`src/rtl/vector_sweep_controller_pkg.sv`:
```
// vsc_pkg: shared state encoding and record type for the vector sweep controller (rev 1.0)
`default_nettype none

package vsc_pkg;

  localparam int MAX_WIDTH = 16;

  typedef enum logic [2:0] {
    IDLE    = 3'd0,
    DUT_RST = 3'd1,
    SETTLE  = 3'd2,
    EMIT    = 3'd3,
    FIN     = 3'd4
  } vsc_state_t;

  typedef struct packed {
    logic [MAX_WIDTH-1:0] vector;
    logic [MAX_WIDTH-1:0] response;
  } vsc_record_t;

endpackage

`default_nettype wire

```
`src/rtl/vector_sweep_controller_if.sv`:
```
// vector_sweep_controller_if: valid/ready record stream towards the result logger (rev 1.0)
`default_nettype none

interface vector_sweep_controller_if #(
  parameter int N_WIDTH   = 2,
  parameter int OUT_WIDTH = 1
);

  logic                 rec_valid;
  logic                 rec_ready;
  logic [N_WIDTH-1:0]   rec_vector;
  logic [OUT_WIDTH-1:0] rec_response;
  logic                 rec_last;

  modport master (
    output rec_valid, rec_vector, rec_response, rec_last,
    input  rec_ready
  );

  modport slave (
    input  rec_valid, rec_vector, rec_response, rec_last,
    output rec_ready
  );

endinterface

`default_nettype wire

```
`src/rtl/vector_sweep_controller_cycle_timer.sv`:
```
// vsc_cycle_timer: loadable down-counter; expire is high while the count sits at zero (rev 1.0)
`default_nettype none

module vsc_cycle_timer #(
  parameter int WIDTH = 1
) (
  input  logic             clk,
  input  logic             reset,
  input  logic             load,
  input  logic [WIDTH-1:0] load_value,
  output logic             expire
);

  logic [WIDTH-1:0] count;

  always_ff @(posedge clk) begin
    if (!reset) begin
      count <= '0;
    end else if (load) begin
      count <= load_value;
    end else if (count != '0) begin
      count <= count - WIDTH'(1);
    end
  end

  assign expire = (count == '0);

endmodule

`default_nettype wire

```
`src/rtl/vector_sweep_controller.sv`:
```
// vector_sweep_controller: resets a benchmark DUT, sweeps all input vectors and streams {vector,response} records (rev 1.0)
`default_nettype none

module vector_sweep_controller
  import vsc_pkg::*;
#(
  parameter int N_WIDTH        = 2,
  parameter int OUT_WIDTH      = 1,
  parameter int SETTLE_CYCLES  = 1,
  parameter int DUT_RST_CYCLES = 1
) (
  input  logic                      CK,
  input  logic                      reset,
  input  logic                      start,
  input  logic                      abort,
  output logic                      busy,
  output logic                      done,
  output logic                      aborted,
  output logic                      dut_reset,
  output logic [N_WIDTH-1:0]        dut_n,
  input  logic [OUT_WIDTH-1:0]      dut_out,
  vector_sweep_controller_if.master rec
);

  localparam int TIMER_MAX   = (SETTLE_CYCLES > DUT_RST_CYCLES) ? SETTLE_CYCLES : DUT_RST_CYCLES;
  localparam int TIMER_WIDTH = $clog2(TIMER_MAX + 1);
  localparam logic [N_WIDTH-1:0] LAST_VEC = '1;

  vsc_state_t           state;
  vsc_state_t           state_next;
  logic [N_WIDTH-1:0]   vec;
  logic [N_WIDTH-1:0]   vec_rev;
  logic [N_WIDTH-1:0]   rec_vector_q;
  logic [OUT_WIDTH-1:0] rec_response_q;
  logic                 aborted_q;
  logic                 active;
  logic                 timer_load;
  logic [TIMER_WIDTH-1:0] timer_value;
  logic                 expire;

  assign active = (state == DUT_RST) || (state == SETTLE) || (state == EMIT);

  // The timer is reloaded on every entry into a timed state, so one counter serves both.
  assign timer_load  = (state_next != state) && ((state_next == DUT_RST) || (state_next == SETTLE));
  assign timer_value = (state_next == DUT_RST) ? TIMER_WIDTH'(DUT_RST_CYCLES - 1)
                                               : TIMER_WIDTH'(SETTLE_CYCLES - 1);

  vsc_cycle_timer #(
    .WIDTH (TIMER_WIDTH)
  ) u_timer (
    .clk        (CK),
    .reset      (reset),
    .load       (timer_load),
    .load_value (timer_value),
    .expire     (expire)
  );

  always_ff @(posedge CK) begin
    if (!reset) begin
      state <= IDLE;
    end else begin
      state <= state_next;
    end
  end

  always_comb begin
    state_next = state;
    case (state)
      IDLE:    if (start) state_next = DUT_RST;
      DUT_RST: if (abort) state_next = FIN; else if (expire) state_next = SETTLE;
      SETTLE:  if (abort) state_next = FIN; else if (expire) state_next = EMIT;
      EMIT: begin
        if (abort) begin
          state_next = FIN;
        end else if (rec.rec_ready) begin
          state_next = (vec == LAST_VEC) ? FIN : SETTLE;
        end
      end
      FIN:     state_next = IDLE;
      default: state_next = IDLE;
    endcase
  end

  always_ff @(posedge CK) begin
    if (!reset) begin
      vec            <= '0;
      rec_vector_q   <= '0;
      rec_response_q <= '0;
      aborted_q      <= 1'b0;
    end else begin
      if (state == IDLE && start) begin
        vec       <= '0;
        aborted_q <= 1'b0;
      end
      if (active && abort) begin
        aborted_q <= 1'b1;
      end
      if (state == SETTLE && expire && !abort) begin
        rec_vector_q   <= vec;
        rec_response_q <= dut_out;
      end
      // Terminal compare stops the sweep before vec could wrap back to zero.
      if (state == EMIT && !abort && rec.rec_ready && vec != LAST_VEC) begin
        vec <= vec + N_WIDTH'(1);
      end
    end
  end

  // dut_n[0] carries the MSB of the sweep count.
  always_comb begin
    vec_rev = '0;
    for (int i = 0; i < N_WIDTH; i++) begin
      vec_rev[i] = vec[N_WIDTH-1-i];
    end
  end

  always_comb begin
    busy          = (state != IDLE);
    done          = (state == FIN);
    aborted       = (state == FIN) && aborted_q;
    dut_reset     = (state == DUT_RST);
    rec.rec_valid = (state == EMIT);
    dut_n         = '0;
    if (state == SETTLE || state == EMIT || state == FIN) begin
      dut_n = vec_rev;
    end
  end

  assign rec.rec_vector   = rec_vector_q;
  assign rec.rec_response = rec_response_q;
  assign rec.rec_last     = (state == EMIT) && (rec_vector_q == LAST_VEC);

endmodule

`default_nettype wire
```
`src/flat_wrapper.sv`:
```
// flat-port wrapper written by rule: the top's interface ports become plain ports
module vector_sweep_controller_flat import vsc_pkg::*;
#(
  parameter int N_WIDTH        = 2,
  parameter int OUT_WIDTH      = 1,
  parameter int SETTLE_CYCLES  = 1,
  parameter int DUT_RST_CYCLES = 1
)
  (CK, reset, start, abort, busy, done, aborted, dut_reset, dut_n, dut_out, rec_rec_valid, rec_rec_vector, rec_rec_response, rec_rec_last, rec_rec_ready);
  vector_sweep_controller_if #(.N_WIDTH(N_WIDTH), .OUT_WIDTH(OUT_WIDTH)) rec_i ();
  input  logic CK;
  input  logic reset;
  input  logic start;
  input  logic abort;
  output logic busy;
  output logic done;
  output logic aborted;
  output logic dut_reset;
  output logic [N_WIDTH-1:0] dut_n;
  input  logic [OUT_WIDTH-1:0] dut_out;
  output wire logic [$bits(rec_i.rec_valid)-1:0] rec_rec_valid;
  output wire logic [$bits(rec_i.rec_vector)-1:0] rec_rec_vector;
  output wire logic [$bits(rec_i.rec_response)-1:0] rec_rec_response;
  output wire logic [$bits(rec_i.rec_last)-1:0] rec_rec_last;
  input wire logic [$bits(rec_i.rec_ready)-1:0] rec_rec_ready;
  assign rec_rec_valid = rec_i.rec_valid;
  assign rec_rec_vector = rec_i.rec_vector;
  assign rec_rec_response = rec_i.rec_response;
  assign rec_rec_last = rec_i.rec_last;
  assign rec_i.rec_ready = rec_rec_ready;
  vector_sweep_controller #(.N_WIDTH(N_WIDTH), .OUT_WIDTH(OUT_WIDTH), .SETTLE_CYCLES(SETTLE_CYCLES), .DUT_RST_CYCLES(DUT_RST_CYCLES)) u_core (.CK(CK), .reset(reset), .start(start), .abort(abort), .busy(busy), .done(done), .aborted(aborted), .dut_reset(dut_reset), .dut_n(dut_n), .dut_out(dut_out), .rec(rec_i));
endmodule
```
`config.mk`:
```
export PLATFORM = sky130hd
export DESIGN_NAME = vector_sweep_controller_flat
export DESIGN_NICKNAME = d
export VERILOG_FILES = /design/src/rtl/vector_sweep_controller_pkg.sv /design/src/rtl/vector_sweep_controller_if.sv /design/src/rtl/vector_sweep_controller_cycle_timer.sv /design/src/rtl/vector_sweep_controller.sv /design/src/flat_wrapper.sv
export SDC_FILE = /design/constraint.sdc
export NUM_CORES = 1
export LEC_CHECK = 0
export CAP_MARGIN = 40
export CORE_AREA = 2 2 39 41
export DETAILED_ROUTE_END_ITERATION = 10
export DIE_AREA = 0 0 41 43
export GPL_ROUTABILITY_DRIVEN = 0
export PLACE_DENSITY = 0.74
export SLEW_MARGIN = 10
export SYNTH_ARGS = -nofsm -noshare
export SYNTH_HDL_FRONTEND = slang
export SYNTH_SLANG_ARGS = --single-unit
```
`constraint.sdc`:
```
create_clock -name CK -period 1.7 [get_ports CK]
set_input_delay 0.17 -clock CK [delete_from_list [all_inputs] [get_ports CK]]
set_output_delay 0.17 -clock CK [all_outputs]
set_load 0.05 [all_outputs]
```
Word-level counts from Yosys, hierarchy flattened. Cells that the tools add are included.

Memories kept: 0. Output and inout port bits: 11. Input port bits: 6. Memory bits (writable): 0. Bits in read-only memories: 0. Logic and storage cells: 55. Latch bits: 0. Register bits after elaboration: 10.

Muxes and demuxes: 14. Add/sub/neg operators: 2. Multiply operators: 0. Div/mod/pow operators: 0. Equal/unequal tests: 10. Bitwise logic cells: 2. Reductions and logical operators: 21. Shifts and indexed selects: 0. Magnitude comparators: 0.

Operators by type and width (count): $mux W3 (8); $pmux W3 S4 (1); $logic_and A1 B1 Y1 (10); $eq A3 B2 Y1 const B (3); $eq A3 B1 Y1 const B (2); $mux W2 (3); $logic_or A1 B1 Y1 (5); $eq A2 B2 Y1 const B (2); $reduce_bool A2 Y1 (2); $eq A3 B3 Y1 const B (1); $logic_not A3 Y1 (1); $ne A3 B3 Y1 (1); $reduce_bool A3 Y1 (1); $reduce_or A3 Y1 (1); $add A2 B1 Y2 const B (1); $mux W1 (2); $ne A2 B2 Y1 const B (1); $not A1 Y1 (2); $logic_not A1 Y1 (1); $sub A1 B1 Y1 const B (1).

Logic depth before layout (Yosys ltp).
Word-level depth: 9. Mapped depth: 4.

By module. A second synthesis with hierarchy kept.

Cell total of the unflattened synthesis: 72. Area, all modules: 609.3 um2.

By module, submodules not included: vector_sweep_controller (instances 1, area an instance 579.3 um2, cells an instance 69); vsc_cycle_timer (instances 1, area an instance 30.0 um2, cells an instance 3).

Worst setup path after synthesis. No wires, ideal clock.

Kind: reg2out. From: register u_core.state[0]. To: output port rec_rec_last. Arrival: 1776 ps. Stages on the path, launching flop included: 4. Path slack: -246 ps. Buffers on the path: 0. Path through: dfxtp_1 > nand2_1 > nor2_1 > and3_1.

Longest elaborated chain between the ends: 2.

Ends and longest elaborated chain: start, declared (RTL line vector_sweep_controller.sv:29) `vsc_state_t state;`; start signal, assigned (RTL line vector_sweep_controller.sv:62) `state <= state_next;`; $eq A3 B2 Y1; named net rec_rec_valid (RTL line flat_wrapper.sv:21) `output wire logic [$bits(rec_i.rec_valid)-1:0] rec_rec_valid;`; $logic_and A1 B1 Y1 (RTL line vector_sweep_controller.sv:131) `assign rec.rec_last = (state == EMIT) && (rec_vector_q == LAST_VEC);`; end, declared (RTL line flat_wrapper.sv:24) `output wire logic [$bits(rec_i.rec_last)-1:0] rec_rec_last;`.

The timed path passes the listed nets, and every way through them passes these cells.

Worst setup path in the final report.
From: register u_core.rec_vector_q[1], in the netlist u_core.rec.rec_vector[1]. To: output port rec_rec_vector[1].

RTL lines: start, declared (RTL line vector_sweep_controller.sv:33) `logic [N_WIDTH-1:0] rec_vector_q;`; start signal, assigned (RTL line vector_sweep_controller.sv:99) `rec_vector_q <= vec;`; end, declared (RTL line flat_wrapper.sv:22) `output wire logic [$bits(rec_i.rec_vector)-1:0] rec_rec_vector;`.

No word-level cell between the ends.

==> summary.md <==
| Metric | Value |
|---|---|
| Pwr Total | `530 uW` |
| Initial core utilization | `roughly two fifths` |
| Postcts setup bufs | `0` |
| Cell Count, Final, Fillers Out | `99` |
| Total Wirelength | `1190 um` |
| Synthesized area | `577 um2` |
| Total non-filler cell area in the finished layout | `867 um2` |
| FP Rows | `14` |
| Residual DRC count | `0` |
| Share of the synthesized area in the top cell type | `34.7%` |
| Worst clock skew | `0.00511 ns` |
| Post-Place Cell Area | `841 um2` |
| Tmin final | `about 1.6 ns` |
| Placeable core area | `about 1400 um2` |
| Final period util | `94.6%` |
| Post-route setup TNS | `0 ns` |
| CTS Buffer Depth | `2` |
| Number of synthesized flops with an enable pin | `0` |
| Detailed-route vias per instance | `5.27` |
| Async S/R FF share, synth | `0%` |
| Number of buffers added by the clock tree synthesis step | `3` |
| Critical Path Source Type | `register` |
| Final max-slew violation count | `0` |
| Antenna Diode Count | `0` |
| Cell breakdown of the critical path | `clkdlybuf4s50_1` |
| Run status | `complete, no violations` |
| Post-DR wirelength/cell | `between 10 and 15 um` |
| Register area share after synthesis | `34.7%` |
| Sum of buffers and inverters on the critical path | `1` |
| Dominant delay contributor by cell family on the critical path | `buffers and inverters` |
| I/O Buffers | `16` |
| Proportion of layout cells with a drive suffix above 1 | `26.5%` |
| R2R setup slack | `0.45 ns` |
| Cells on Worst Hold Path | `3` |
| Final count of negative-setup-slack endpoints | `0` |
| RR Endpoint | `u_core.vec[1]` |
| # Max-Cap Violations | `0` |
| Clock sink count | `10` |
| Overall die area | `1760 um2` |
| CP startpoint | `u_core.rec.rec_vector[1]` |
| Via count of the first global-routing pass | `roughly 500` |
| Number of vias in the routed layout | `522` |
| Count of synthesis-stage warnings from yosys | `0` |
| Avg Synthesized Cell Area | `8.87 um2` |
| Most common library cell in the layout ignoring fill and taps | `nand2_1` |
| Tot GR Track Use | `17.7%` |
| Die Y-Extent | `43 um` |
| Areal power density over the cells | `611 nW/um2` |
| Max Clk Rate | `0.622 GHz` |
| Slowest cell on crit path | `clkdlybuf4s50_1` |
| Detailed placer's ending HPWL | `939 um` |
| Final-stage net count | `92` |
| Clock transition time at the flip-flop clock pins of the worst setup and hold paths | `0.06 ns` |
| Maximum fanout along the worst path | `3` |
| Cell depth of the worst setup path | `1` |
| Slew margin rel. | `around two thirds` |
| TritonCTS clock tree | `yes` |
| Reg2Reg Launch Point | `u_core.vec[0]` |
| Worst vdd rail ir drop | `0.397 mV` |
| Unrepaired setup endpoints after global routing | `no` |
| Capturing element of the worst setup path | `rec_rec_vector[1]` |
| Arrival @ worst endpoint | `1.44 ns` |
| Pre-Repair DR Iteration Count | `2` |
| Die width | `just over 40 um` |
| Final antenna-violating net count | `0` |
| First-pass GRT wire length | `2080 um` |
| Root buf cell | `clkbuf_4` |
| Deepest level of the CTS H-tree | `1` |
| Layout overhead on the synthesized area | `50.3%` |
| Fill cells | `between 100 and 150` |
| HP Class | `primary input to register` |
| Static power due to leakage | `0.000323 uW` |
| Total nets after synthesis | `72` |
| Share of the core filled with cells | `62.7%` |
| Distinct cell type count after synthesis | `25` |
| Leading area contributor after synthesis | `dfxtp_1` |
| Largest net degree at the start of global routing | `14` |
| Sort of element at the end of the critical path | `primary output` |
| Remaining global-route overflow | `0` |
| Number of hold violations in the final report | `0` |
| Largest stage delay on the critical path | `0.81 ns` |
| Most used flip-flop cell after synthesis | `dfxtp_1` |
| Worst setup path category | `register to primary output` |
| Clock Latency Late Sink | `0.27 ns` |
| Actual slew at the worst max-slew pin | `0.498 ns` |
| Violation count after the first detailed-route iteration | `10` |
| Endpoint required time on the critical path | `1.53 ns` |
| Number of top-level design ports | `17` |
| Number of flip-flops and latches in the synthesized netlist | `10` |
| Synthesized instance count | `65` |
| Number of antenna violations at the first check in global routing | `0` |
| Synth top area cells | `dfxtp_1 35%, mux2i_1 10%, nor4_4 7.4%` |
| Commonest cells after routing, fill and taps aside | `11 x nand2_1, 8 x clkdlybuf4s50_1, 8 x buf_12` |
| Number of cell instances on the worst register-to-register path | `4` |
| Number of placed instances with taps included | `96` |
-- area by class of cell --
class                      instances  area (um2)  share of cell area [%]
tap                               16        20.0                    2.31
clock buffer                       3        22.5                    2.60
timing repair buffer              19         263                    30.3
sequential                        10         204                    23.5
multi-input combinational         51         358                    41.3
-- cells by family (layout without fill, tap and decap cells) --
logic type,Yosys count,count (layout),synth area share [%]
other cells,1,1,0.650
mux,6,6,10.4
simple gates,36,36,38.8
flops,10,10,34.7
compound gates,7,7,8.68
fa+ha+maj,1,1,2.17
buf+inv,4,22,4.55
-- cell usage after synthesis, drive strengths merged, types with 2 or more instances --
| master | count |
|---|---|
| nor4 | 2 |
| nand2 | 11 |
| nand3 | 3 |
| nand2b | 5 |
| nor2 | 3 |
| buf | 4 |
| dfxtp | 10 |
| and3 | 2 |
| nor2b | 4 |
| mux2i | 6 |
| a21oi | 2 |
-- per-stage QoR --
step	hold WS [ns]	setup slack [ns]
CTS	0.452	0.00312
detailed placement	0.457	0.284
finish	0.464	0.0926
global placement	0.450	0.298
floorplan	0.312	0.00773
global route	0.497	0.0213
-- registers in the layout (all words and copies together), names as in the netlist --
name	cells
u_core.vec	2
u_core.rec.rec_vector	2
u_core.aborted_q	1
u_core.state	3
u_core.u_timer.count	1
u_core.rec.rec_response	1
-- report_power, final --
| part | switching (uW) | total [uW] | internal, uW |
|---|---|---|---|
| registers | 12.0 | 254 | 242 |
| clock network | 81.3 | 163 | 81.9 |
| logic | 56.4 | 113 | 56.8 |
| total | 150 | 530 | 380 |
-- how the worst min path moves through the flow --
stage / startpoint / endpoint / slack, ns
6_report: dut_out / u_core.rec.rec_response / 0.46
5_1_grt: u_core.rec.rec_vector[0] / u_core.rec.rec_vector[0] / 0.50
2_1_floorplan: dut_out / u_core.rec.rec_response / 0.31
3_3_place_gp: u_core.rec.rec_response / u_core.rec.rec_response / 0.45
3_5_place_dp: u_core.rec.rec_response / u_core.rec.rec_response / 0.46
4_1_cts: dut_out / u_core.rec.rec_response / 0.45
-- routing by layer --
| layer | track usage (%) | vias to the layer above | wire length [um] |
|---|---|---|---|
| met4 | 13.3 | 0 | 67 |
| met5 | 0 | - | 0 |
| met1 | 22.3 | 234 | 511 |
| met3 | 4.71 | 6 | 54 |
| li1 | - | 264 | - |
| met2 | 24.4 | 18 | 555 |
-- what timing repair did --
action                     in CTS  in global routing
hold endpoints to repair        0                  0
setup endpoints to repair       1                  3
pin swaps                       0                  0
gates resized for setup         2                  1
hold buffers                    0                  0
(Power assumes the default switching activity.)
==> edit 1 (config.mk and constraints unchanged) <==
Make the reset (`reset`) asynchronous in 3 clocked blocks.
--- a/src/rtl/vector_sweep_controller_cycle_timer.sv
+++ b/src/rtl/vector_sweep_controller_cycle_timer.sv
@@ -14,5 +14,5 @@
   logic [WIDTH-1:0] count;
 
-  always_ff @(posedge clk) begin
+  always_ff @(posedge clk or negedge reset) begin
     if (!reset) begin
       count <= '0;
--- a/src/rtl/vector_sweep_controller.sv
+++ b/src/rtl/vector_sweep_controller.sv
@@ -56,5 +56,5 @@
   );
 
-  always_ff @(posedge CK) begin
+  always_ff @(posedge CK or negedge reset) begin
     if (!reset) begin
       state <= IDLE;
@@ -82,5 +82,5 @@
   end
 
-  always_ff @(posedge CK) begin
+  always_ff @(posedge CK or negedge reset) begin
     if (!reset) begin
       vec            <= '0;
Function: differs if reset is asserted again (counterexample within 4 cycles, from zero or initial values and one cycle with reset low); with reset held inactive, the same outputs for 10 cycles.
==> edit 1 against the original RTL <==
  * Cell area is 7.6% lower
  * First-iteration DRC count shrank 50%
  * Core utilization down 4.8 points
  * Area after synthesis fell by 7.8%
  * Final cell count down 17%
  * Worst setup slack worse by 41 ps
  * Count of clock-buffer cells in the layout is 1 higher
  * Routed wire length fell by 8.8%
  * Sequential cell count shrank 1
  * Largest cell class unchanged
Power is not compared: it rests on default switching activity, and its combinational part moved more than twofold at a synthesized area within 25%.
==> edit 1: results (changes against the original RTL) <==
[run_status]
outcome=finished clean

[global_routing]
gr_util_all_layers_pct=14.3  ; -3.4 points
wire_length_of_the_first_global_routing_pass_mm=1.66  ; -20%
grt_start_max_net_pins=11  ; -3
grt_pass1_vias=398  ; -20%

[cells_and_area]
nets=74  ; -20%
num-fill-cells=120  ; +9.1%
max_ffs_per_register=3  ; unchanged
layout.cells.non_filler=82  ; -17%
diodes=0  ; unchanged
layout-drive-gt1-share_pct=40.9  ; +14 points

[hold_path]
worst_hold_path_type=in -> async

[setup_path]
worstPathMaxFanout=10  ; +7
regToRegStartpoint=u_core.vec[0]$_DFFE_PN0P_
worst-r2r-setup-slack_ps=390  ; -60 ps
worstPathArrival_ps=1480  ; +40 ps
worst_r2r_path_depth=3  ; -1
worst_path_dominant_cell_family=flip-flops
critical_path_sink=rec_rec_last
slowest_stage=dfrtp_2
r2r_end=u_core.vec[0]$_DFFE_PN0P_
worstSetupStartpoint=u_core.state[2]$_DFF_PN0_
critPathMaxStageDelay_ps=470  ; -340 ps

[logic_synthesis]
synth.net_count=55  ; -24%
synth_async_sr_flop_share_pct=100  ; +100 points
yosysWarningCount=0  ; unchanged
synth_compound_gate_area_share_pct=8.71  ; +0.029 points
proportion_of_synthesized_area_in_mux_cells_pct=10.1  ; -0.29 points
yosys_cell_types=26  ; +4.0%
synth.top_cells.by_count=dfrtp_1, inv_1, mux2_2, nand2_1
synth_area_leaders=dfrtp_1, mux2_2, buf_6, nor4_4, mux2i_1
synth_seq_area_share_pct=42.4  ; +7.6 points
post_synth.cell_area_avg_um2=11.1  ; +25%
synth_adder_area_share_pct=2.35  ; +0.18 points
synthXorXnorAreaFrac_pct=0  ; unchanged

[timing]
post_route_worst_setup_slack_ps=52.0  ; -40.6 ps
fin_hold_ws_ps=204  ; -260 ps
finalClockSkew_ps=4.85  ; -0.262 ps
slew_headroom_pct=66.3  ; -0.44 points

[placement]
place_hpwl_um=843  ; -10%
post_dp_cell_area_um2=771  ; -8.3%
pre_cts_slack_ps=201  ; -83.0 ps
placedCellCount=78  ; -19%

[clock_tree]
clk-insertion-delay-late_ps=260
postCtsHoldBufs=0  ; unchanged
ctsResizeCount=2  ; unchanged
clk_transition_reported_paths_ps=60  ; about the same

[routing]
vias=431  ; -17%
detail_route.wirelength_mm=1.08  ; -8.8%
drt_pre_antenna_iters=4  ; +2
detailedRoute.firstIterationViolations=5  ; -5

[power_and_ir_drop]
irDropWorstVdd_mv=0.770

## edit 1: power by group through the flow
stage,logic (mW),clock network (mW),registers (mW)
final,0.729,0.162,0.397
after global routing,0.774,0.178,0.404
after CTS,0.734,0.170,0.392
after detailed placement,0.730,0,0.395
after global placement,0.721,0,0.393
after floorplan,0.487,0,0.388
## edit 1: logic make-up after synthesis
| logic type | Yosys count |
|---|---|
| flops | 9 |
| buf+inv | 7 |
| simple gates | 19 |
| mux | 5 |
| fa+ha+maj | 1 |
| compound gates | 7 |
## edit 1: routing by layer
metal	wire, um	vias to the layer above	GRT usage (%)
li1	-	203	-
met4	0	0	6.00
met5	0	-	0
met2	518	18	20.3
met3	83	0	4.71
met1	481	210	19.3
## edit 1: layout make-up
class,count,area [um^2],area share (%)
inverters,4,15.0,1.88
flip-flops and latches,9,228,28.4
clock buffers,4,26.3,3.28
multi-input cells,32,277,34.5
repair buffers,17,235,29.4
well taps,16,20.0,2.50
==> edit 2 (same flow settings) <==
Made on the original files. Encoding of `vsc_state_t`: now Gray code (3 bits for 5 states).
--- a/src/rtl/vector_sweep_controller_pkg.sv
+++ b/src/rtl/vector_sweep_controller_pkg.sv
@@ -7,9 +7,9 @@
 
   typedef enum logic [2:0] {
-    IDLE    = 3'd0,
-    DUT_RST = 3'd1,
-    SETTLE  = 3'd2,
-    EMIT    = 3'd3,
-    FIN     = 3'd4
+    IDLE    = 3'b000,
+    DUT_RST = 3'b001,
+    SETTLE  = 3'b011,
+    EMIT    = 3'b010,
+    FIN     = 3'b110
   } vsc_state_t;
 
Behaviour: no difference found for any inputs over 10 cycles, from zero or initial values and one cycle with reset low; not proved beyond that.
==> edit 2 against the original RTL <==
  * Worst setup slack got worse by 17 ps
  * Critical endpoint unchanged
  * Cell area decreased by 9.2%
  * Die area unchanged
  * Power increased by 9.5%
  * Clock skew decreased by 1.1 ps
  * Area after synthesis decreased by 10%
  * Synthesized cell count decreased by 7.7%
  * Maximum frequency decreased by 1.0%
  * Critical path type unchanged
  * Sequential cell count unchanged
  * Routed wire length decreased by 1.3%
  * Count of clock-buffer cells in the layout unchanged
  * Final cell count decreased by 7.1%
==> edit 2: results (changes against the original RTL) <==
[setup_path]
worstPathArrival_ps=1450
regToRegStartpoint=u_core.state[2]$_SDFF_PN0_
worstPathMaxFanout=3  ; unchanged
worst_r2r_path_depth=3  ; -1
worst_path_dominant_cell_family=buffers and inverters
worstSetupStartpoint=u_core.rec.rec_vector[1]$_SDFFE_PN0P_

[placement]
placedCellCount=89  ; -7.3%
place_hpwl_um=876  ; -6.7%
port_buffers=16  ; unchanged
pre_cts_slack_ps=194  ; -90.1 ps
post_dp_cell_area_um2=762  ; -9.4%

[clock_tree]
post_cts_buffers=0  ; unchanged
cts_inserted_buffers=3  ; unchanged
ctsHtreeMaxLevel=1  ; unchanged
cts.root.buffer_cell=clkbuf_4
clk-insertion-delay-late_ps=270  ; about the same

[cells_and_area]
diodes=0  ; unchanged
layout-drive-gt1-share_pct=22.4  ; -4.1 points
multiInputGateArea_um2=307  ; -14%
largest_register=u_core.state
nets=85  ; -7.6%
num-fill-cells=132  ; +20%

[logic_synthesis]
synth.net_count=67  ; -6.9%
synth_async_sr_flop_share_pct=0  ; unchanged
synth.top_cells.by_count=dfxtp_1, nand2_1, mux2i_1, and3_1, nand2b_1
yosys_cell_types=26  ; +4.0%
synth_seq_area_share_pct=38.7  ; +4.0 points
synth_area_leaders=dfxtp_1, mux2i_1, nand2_1, and3_1, nand2b_1
synthesized_instance_count=60  ; -7.7%

[global_routing]
grt_pass1_vias=467  ; -5.8%
gr_util_all_layers_pct=16.4  ; -1.2 points
number_of_antenna_violations_at_the_first_check_in_global_routing=0  ; unchanged
wire_length_of_the_first_global_routing_pass_mm=1.90  ; -8.3%
grt_start_max_net_pins=13  ; -1

[routing]
drt_pre_antenna_iters=4  ; +2
detailedRoute.firstIterationViolations=7  ; -3
vias=480  ; -8.0%
routed_via_density=5.22  ; -1.0%
wl_per_cell_um=12.8  ; +6.3%

[hold_path]
min_from=dut_out
hold-path-cell-count=3  ; unchanged
worst_hold_path_type=in -> reg

[power_and_ir_drop]
leakagePower_nw=0.321  ; -0.71%
irDropWorstVdd_mv=0.381  ; -4.1%
swShare_pct=32.4  ; +4.2 points

[timing]
worst-slew-pin-transition_ps=501  ; +3.47 ps
fin_setup_tns_ps=0  ; unchanged
finalClockSkew_ps=4.00  ; -1.11 ps

[run_status]
outcome=finished clean

==> edit 2: cell families after synthesis <==
| group | after synthesis | share of synthesized area, % |
|---|---|---|
| buffers and inverters | 5 | 4.11 |
| flip-flops | 10 | 38.7 |
| adder cells (fa/ha/maj) | 1 | 2.42 |
| AND/OR/NAND/NOR | 32 | 37.3 |
| AO/OA/AOI/OAI | 6 | 7.02 |
| other | 1 | 0.726 |
| multiplexers | 5 | 9.69 |
==> edit 2: routing by layer <==
layer | vias up | GRT usage [%] | wire length [um]
li1 | 238 | - | -
met1 | 219 | 16.9 | 466
met2 | 18 | 27.2 | 613
met3 | 5 | 3.14 | 55
met4 | 0 | 12.0 | 38
met5 | - | 0 | 0
==> edit 2: worst paths after layout <==
path                                                             end  slack, ps
worst min-delay path            u_core.rec.rec_response$_SDFFE_PN0P_        460
worst max register to register            u_core.vec[1]$_SDFFE_PN0P_        330
worst min register to register  u_core.rec.rec_response$_SDFFE_PN0P_        460
worst max-delay path                               rec_rec_vector[1]         80
==> edit 2: final cells by class <==
type | count | area share, %
tap | 16 | 2.54
timing repair buffer | 16 | 28.9
inverter | 2 | 0.954
clock buffer | 3 | 2.86
sequential | 10 | 25.8
multi-input combinational | 45 | 39.0
==> edit 2: power by group through the flow <==
| stage | clock network, mW | registers, mW | logic, mW |
|---|---|---|---|
| floorplan | 0 | 0.262 | 0.0982 |
| global placement | 0 | 0.273 | 0.142 |
| CTS | 0.167 | 0.269 | 0.144 |
| global route | 0.182 | 0.272 | 0.155 |
| finish | 0.166 | 0.270 | 0.144 |
| detailed placement | 0 | 0.274 | 0.143 |
==> edit 2: repair_timing <==
item,in CTS,in global routing
gates resized for setup,1,1
cloned,0,0
endpoints found under the setup margin,1,1
